$ cat src/rtl/mixcolumns_seq.sv
// mixcolumns_seq
//   Runs one shared 32-bit MixColumns column unit over a 128-bit AES state,
//   one column per cycle. It sits between SubBytes/ShiftRows and AddRoundKey
//   in an iterative round datapath. A bypass flag passes the state through
//   unchanged for the final AES round.
//
//   Parameter
//     PIPE_MC    1 = register the column result and write it back one cycle
//                later; 0 = write the result back in the same cycle.
//
//   Ports
//     clk        rising-edge clock
//     rst_n      asynchronous active-low reset
//     abort      synchronous flush to IDLE; any state in flight is dropped
//     in_valid   in_state / in_bypass valid
//     in_ready   block can accept a state (IDLE only)
//     in_bypass  1 = pass the state through unchanged
//     in_state   AES state; column c = in_state[127-32c -: 32], byte 0 = MSB
//     out_valid  out_state valid; held until out_ready
//     out_ready  downstream accepts out_state
//     out_state  transformed state, same column layout (register output)
//     busy       high in any state other than IDLE
//
//   state | meaning
//   ------+--------------------------------------------------------------
//   IDLE  | waiting for a state, in_ready high
//   RUN   | one column per cycle through the shared column unit
//   FLUSH | write back the last registered column (PIPE_MC=1 only)
//   DONE  | out_valid high, holding out_state until out_ready

module mix_column (
  input  logic [31:0] x,
  output logic [31:0] y
);

  function automatic logic [7:0] xtime(input logic [7:0] b);
    return {b[6:0], 1'b0} ^ (b[7] ? 8'h1b : 8'h00);
  endfunction

  logic [7:0] a0, a1, a2, a3;

  always_comb begin
    a0 = x[31:24];
    a1 = x[23:16];
    a2 = x[15:8];
    a3 = x[7:0];
    y[31:24] = xtime(a0) ^ xtime(a1) ^ a1 ^ a2 ^ a3;
    y[23:16] = a0 ^ xtime(a1) ^ xtime(a2) ^ a2 ^ a3;
    y[15:8]  = a0 ^ a1 ^ xtime(a2) ^ xtime(a3) ^ a3;
    y[7:0]   = xtime(a0) ^ a0 ^ a1 ^ a2 ^ xtime(a3);
  end

endmodule

module mixcolumns_seq #(
  parameter bit PIPE_MC = 1'b0
) (
  input  logic         clk,
  input  logic         rst_n,
  input  logic         abort,
  input  logic         in_valid,
  output logic         in_ready,
  input  logic         in_bypass,
  input  logic [127:0] in_state,
  output logic         out_valid,
  input  logic         out_ready,
  output logic [127:0] out_state,
  output logic         busy
);

  typedef enum logic [1:0] {
    S_IDLE,
    S_RUN,
    S_FLUSH,
    S_DONE
  } state_t;

  state_t       state;
  logic [1:0]   col_cnt;
  logic [127:0] state_reg;
  logic [31:0]  pipe_y;
  logic [1:0]   pipe_col;
  logic [31:0]  col_x;
  logic [31:0]  col_y;

  // Column c lives at bit offset 32*(3-c); for a 2-bit index 3-c == ~c.
  assign col_x = state_reg[{~col_cnt, 5'b0} +: 32];

  mix_column u_mix_column (
    .x (col_x),
    .y (col_y)
  );

  always_ff @(posedge clk or negedge rst_n) begin
    if (!rst_n) begin
      state     <= S_IDLE;
      col_cnt   <= 2'd0;
      state_reg <= '0;
      pipe_y    <= '0;
      pipe_col  <= 2'd0;
      out_valid <= 1'b0;
    end else if (abort) begin
      // state_reg is intentionally left as is; the next accept overwrites it.
      state     <= S_IDLE;
      col_cnt   <= 2'd0;
      out_valid <= 1'b0;
    end else begin
      case (state)
        S_IDLE: begin
          if (in_valid) begin
            state_reg <= in_state;
            col_cnt   <= 2'd0;
            if (in_bypass) begin
              state     <= S_DONE;
              out_valid <= 1'b1;
            end else begin
              state <= S_RUN;
            end
          end
        end
        S_RUN: begin
          col_cnt <= col_cnt + 2'd1;
          if (!PIPE_MC) begin
            state_reg[{~col_cnt, 5'b0} +: 32] <= col_y;
            if (col_cnt == 2'd3) begin
              state     <= S_DONE;
              out_valid <= 1'b1;
            end
          end else begin
            // Column 0 has nothing registered ahead of it to write back.
            pipe_y   <= col_y;
            pipe_col <= col_cnt;
            if (col_cnt != 2'd0) begin
              state_reg[{~pipe_col, 5'b0} +: 32] <= pipe_y;
            end
            if (col_cnt == 2'd3) begin
              state <= S_FLUSH;
            end
          end
        end
        S_FLUSH: begin
          state_reg[{~pipe_col, 5'b0} +: 32] <= pipe_y;
          state     <= S_DONE;
          out_valid <= 1'b1;
        end
        S_DONE: begin
          if (out_ready) begin
            state     <= S_IDLE;
            out_valid <= 1'b0;
          end
        end
        default: begin
          state     <= S_IDLE;
          out_valid <= 1'b0;
        end
      endcase
    end
  end

  assign in_ready  = (state == S_IDLE);
  assign busy      = (state != S_IDLE);
  assign out_state = state_reg;

endmodule

$ cat config.mk
export PLATFORM = sky130hd
export DESIGN_NAME = mixcolumns_seq
export DESIGN_NICKNAME = d
export VERILOG_FILES = /design/src/rtl/mixcolumns_seq.sv
export SDC_FILE = /design/constraint.sdc
export NUM_CORES = 1
export LEC_CHECK = 0
export ABC_CLOCK_PERIOD_IN_PS = 5600
export BUFFER_PORTS_ARGS = -buffer_cell sky130_fd_sc_hd__clkbuf_2
export CORE_MARGIN = 5
export CORE_UTILIZATION = 58
export DETAILED_ROUTE_END_ITERATION = 8
export PLACE_DENSITY = 0.95
export RECOVER_POWER = 50
export SETUP_SLACK_MARGIN = 0.3
export SYNTH_ARGS = -nofsm -noshare
export SYNTH_HDL_FRONTEND = slang
export SYNTH_SLANG_ARGS = --single-unit
export TNS_END_PERCENT = 1
$ cat constraint.sdc
create_clock -name clk -period 5.6 [get_ports clk]
set_input_delay 1.12 -clock clk [delete_from_list [all_inputs] [get_ports clk]]
set_output_delay 1.12 -clock clk [all_outputs]
set_load 0.01 [all_outputs]
# ---- Yosys cells after proc, flatten, opt, wreduce, memory -nomap -nowiden
# Index checks and enable logic that the tools add are counted.
dict set report totals {
  out_inout_bits 131
  reg_bits 133
  word_cells 73
  inputBits 134
}
dict set report classes {
  n_shift 3
  n_mux 22
  eq_ne 9
  reduce_logical 9
  n_bitwise 23
  n_addsub 2
}
# op count
set op_table {}
lappend op_table {{$pmux 128 s3} 1}
lappend op_table {{$xor 8x8->8} 19}
lappend op_table {{$bwmux 128} 1}
lappend op_table {{$mux 128} 1}
lappend op_table {{$shift 32x9->128 const A} 1}
lappend op_table {{$shiftx 128x8->32} 1}
lappend op_table {{$shiftx 32x9->128} 1}
lappend op_table {{$mux 5} 4}
lappend op_table {{$mux 2} 7}
lappend op_table {{$ne 3x3->1 const B} 3}
lappend op_table {{$neg 7->9} 1}
lappend op_table {{$pmux 2 s4} 1}
lappend op_table {{$reduce_and 4->1} 2}
lappend op_table {{$xor 8x5->8} 1}
lappend op_table {{$eq 2x2->1 const B} 3}
lappend op_table {{$reduce_and 3->1} 2}
lappend op_table {{$reduce_bool 3->1} 2}
lappend op_table {{$mux 1} 5}
lappend op_table {{$pmux 1 s4} 1}
lappend op_table {{$pmux 2 s2} 1}
lappend op_table {{$ne 3x2->1 const B} 1}
lappend op_table {{$add 2x1->2 const B} 1}
lappend op_table {{$eq 2x1->1 const B} 1}
lappend op_table {{$logic_not 2->1} 1}
lappend op_table {{other kinds (5)} 6}

# ---- Longest topological paths before layout
dict set report logic_depth {
  ltp_word 11
  mapped_depth 9
  ltp_nobuf 6
}

# ---- Modules after synthesis
# From an unflattened synthesis, not the netlist that was laid out.
dict set report hier_totals {
  cells_unflattened 854
  area_unflattened_um2 9993.3
}
# module seq_area_each_um2 area_per_inst_um2 cells_each instances
set by_module_without_submodules {}
lappend by_module_without_submodules {mixcolumns_seq 3328.2 8554.5 771 1}
lappend by_module_without_submodules {mix_column 0.0 1438.9 83 1}

# ---- Worst setup path after synthesis
# No wires, ideal clock.
dict set report synth_path {
  path_kind {input -> register}
  from {input abort}
  to {register state_reg[59] (netlist: out_state[59])}
  arrival_time_ns 2.564
  required_ns 5.517
  cell_stages 7
  setup_slack_ns 2.953
  path_cell_list {clkbuf_1 or2_2 clkbuf_1 nor3_2 clkbuf_1 a22oi_1 o21ai_0}
}
dict set report synth_between {
  elab_chain_cells 2
}
# item line_no
set synth_lines {}
lappend synth_lines {{start, declared} 60} ;# input logic abort,
lappend synth_lines {{$not 1->1 (no source line)} n/a}
lappend synth_lines {{$reduce_and 4->1 (no source line)} n/a}
lappend synth_lines {{end signal, assigned} 111} ;# state_reg <= in_state;
lappend synth_lines {{end signal, assigned by index} 124} ;# state_reg[{~col_cnt, 5'b0} +: 32] <= col_y;
lappend synth_lines {{end signal, assigned by index} 134} ;# state_reg[{~pipe_col, 5'b0} +: 32] <= pipe_y;
lappend synth_lines {{end, declared} 80} ;# logic [127:0] state_reg;
# Every way passes these cells.
# A chain may end at the register's enable or synchronous reset.

==> results.toml <==
[status]
status = "finished with violations"
violations = "capacitance limit, slew limit"

[routing]
avgViaCountPerCell = 6.98
vias = 10400
wire_per_inst_um = 25.0
drc_errors = 0
wl_um = 37100
firstDrtPassIters = 8
drt_iter0_drc = 2054
final_antenna_net_count = 0

[final_layout]
largest_register_ffs = 128
syn_to_final_growth_pct = 18.6
drive_gt1_share_pct = 23.6
stdcell_count = 1486
n_antenna_cell = 0
nNetsFinal = 1394

[sta]
rsz0062_at_grt = "no"
slew_headroom_pct = -134
slew_viol_final = 66
finalHoldViolations = 0
setup_violations = 0
fin_setup_tns_ns = 0
finalCritPeriodShare_pct = 71.2
tightest_slew_ns = 3.51
worst_clock_skew_ns = 0.0110
max_freq_ghz = 0.251
layout_min_cycle_time_ns = 3.99

[global_routing]
grt_overflow = 0
gr-usage-met2_pct = 56.8
top_usage_layer = "met2"
use_met3_pct = 10.8
met1_usage_pct = 45.7
first_global_vias = 10400
grt_pass1_wl_um = 57400
grt_usage_pct = 37.1
grt_max_degree = 88
antenna_found_initial = 0

[synthesis]
yosys.area.top_type_share_pct = 33.4
syn_area_per_cell_um2 = 9.60
syn_nets = 1180
synth_warnings = 0
syn-instance-count = 1037
ys_ff_latch = 133
synth_ff_type = "dfrtp_1"
yosysTopAreaCell = "dfrtp_1"
synth_edf_count = 0
synth_area_um2 = 9960
ys_types = 43
synthArstFlopShare_pct = 100
synthTopCellsByArea = "dfrtp_1, a22oi_1, xnor3_1"
synth-seq-area-share_pct = 33.4

[power]
p_per_area_nw_per_um2 = 723
leakagePower_nw = 5.10
p_sw_share_pct = 49.3
p_sw_w = 0.00421
peakVddDrop_v = 0.000453
p_int_w = 0.00433
p_seq_share_pct = 19.5
power.share.clock_pct = 13.0
pwr-share-comb_pct = 67.5

[placed_design]
place.port_buffers = 264
dp.cells = 1457
gp_congestion = 0.896
dp_hpwl_um = 24800

[floorplan]
die_w_um = 141
core_um2 = 17100
rows = 48
die_h_um = 141
num_io_pins = 265
die-area_um2 = 19900
start_util_pct = 58.4

[setup_path]
crit_cells = 2
cp_cell_sequence = "clkbuf_4, clkbuf_1"
cp_max_fo = 65
cp_slowest_cell = "clkbuf_1"
r2r_cells = 7
cp_top_family = "buffers and inverters"
critPathBufInv = 2
critical_path_class = "in2async"
crit_path_start_kind = "input pin"
crit_arrival_ns = 3.73
worstPathRequired_ns = 5.34
critical_path.max_stage_delay_ns = 2.45
end_kind = "async pin"

[clock_tree]
cts.sinks = 133
hold_buffers = 0
clock_path_buffers = 2
insertion_delay_ns = 0.44
clk_pin_slew_ns = 0.05
post-cts-setup-buffers = 0
htree_levels = 4
cts_inserted_buffers = 17
cts.repair.resized = 0
cts_root_buffer = "clkbuf_16"
cts_tree = "built"

[hold_path]
min_path_type = "reg2reg"
worstHoldPathCells = 2

[flow_run]
drv_cap = 1
## placed cells by master, fill, tap and decap left out, types with 2 or more instances in the layout
| cell | synthesis | routed |
|---|---|---|
| a22oi_1 | 128 | 128 |
| nor3_2 | 1 | 2 |
| mux2i_1 | 3 | 2 |
| clkbuf_2 | 1 | 199 |
| xor2_1 | 8 | 8 |
| dfrtp_1 | 133 | 132 |
| inv_1 | 86 | 86 |
| o21ai_1 | 93 | 93 |
| xnor2_1 | 7 | 7 |
| o21ai_0 | 115 | 115 |
| xnor2_2 | 10 | 10 |
| xnor3_2 | 3 | 3 |
| or2_2 | 2 | 2 |
| nand3_1 | 2 | 2 |
| xnor3_1 | 32 | 32 |
| xnor2_4 | 3 | 3 |
| clkbuf_16 | 0 | 17 |
| nand2_2 | 0 | 2 |
| o211ai_1 | 4 | 4 |
| xor3_1 | 8 | 8 |
| nand4_1 | 3 | 3 |
| nor2_1 | 6 | 6 |
| clkbuf_1 | 71 | 71 |
| nand2b_1 | 83 | 83 |
| buf_4 | 0 | 14 |
| ha_1 | 9 | 8 |
| bufinv_16 | 0 | 3 |
| clkinv_2 | 0 | 3 |
| mux4_1 | 3 | 3 |
| a211oi_1 | 82 | 82 |
| nand2_1 | 86 | 84 |
| mux4_2 | 29 | 29 |
## metrics by stage
step / instance area (um2) / setup slack, ns / total power (W) / hold WS, ns / utilization (%)
final: 11800 / 1.61 / 0.00854 / 0.543 / 69.3
after global routing: 11800 / 0.921 / 0.00885 / 0.563 / 69.3
after CTS: 11900 / 1.86 / 0.00834 / 0.547 / 69.7
after detailed placement: 11300 / 1.97 / 0.00713 / 0.532 / 66.5
after global placement: 11300 / 2.26 / 0.00695 / 0.512 / 66.5
after floorplan: 9960 / 2.95 / 0.00545 / 0.547 / -
## cell usage after synthesis, drive strengths merged, types with 2 or more instances
cell type  number
xor2            9
nor2            6
xnor2          20
nor2b           2
a211oi         82
nand3           2
or2             2
xor3            8
nand2b         83
o211ai          4
mux4           32
clkbuf         73
ha              9
nand4           3
dfrtp         133
inv            86
buf            11
mux2i           3
nor3            4
nand2          86
a22oi         128
xnor3          36
o21ai         208
## final cells by class
cell class	instances	area [um2]
fill	1239	5240
clock buffer	23	448
multi-input combinational	734	5970
timing repair buffer	279	1350
clock inverter	6	105
sequential	133	3330
inverter	86	323
tap	225	282
## kinds of logic (layout without fill, tap and decap cells)
group           after synthesis  in the layout  share of synthesized area [%]
buf+inv                     170            394                           7.05
compound gates              425            425                           26.8
simple gates                191            191                           9.75
fa+ha+maj                     9              9                           1.13
xor+xnor                     73             73                           14.1
mux                          36             36                           7.76
flops                       133            133                           33.4
## power by group through the flow
stage	Clock (W)	Sequential (W)	Combinational, W
6_report	0.00111	0.00167	0.00576
2_1_floorplan	0	0.00165	0.00380
4_1_cts	0.00110	0.00164	0.00560
3_3_place_gp	0	0.00163	0.00532
5_1_grt	0.00115	0.00169	0.00602
3_5_place_dp	0	0.00164	0.00548
## routing by layer
metal	part of all wire, %	vias up	wire, um
met4	8.0	0	2980
met2	45	1105	16900
met3	13	305	4910
met5	0	-	0
li1	-	4236	-
met1	33	4730	12400
## final timing paths
check	from	endpoint	slack, ns
worst max-delay path	rst_n	out_state[42]	1.61
worst min-delay path	out_state[33]	out_state[33]	0.54
min in group asynchronous	rst_n	state[0]	0.92
worst min register to register	out_state[33]	out_state[33]	0.54
max in group clk	state[0]	out_state[81]	1.77
worst max register to register	state[0]	out_state[81]	1.77
(Power assumes the default switching activity.)
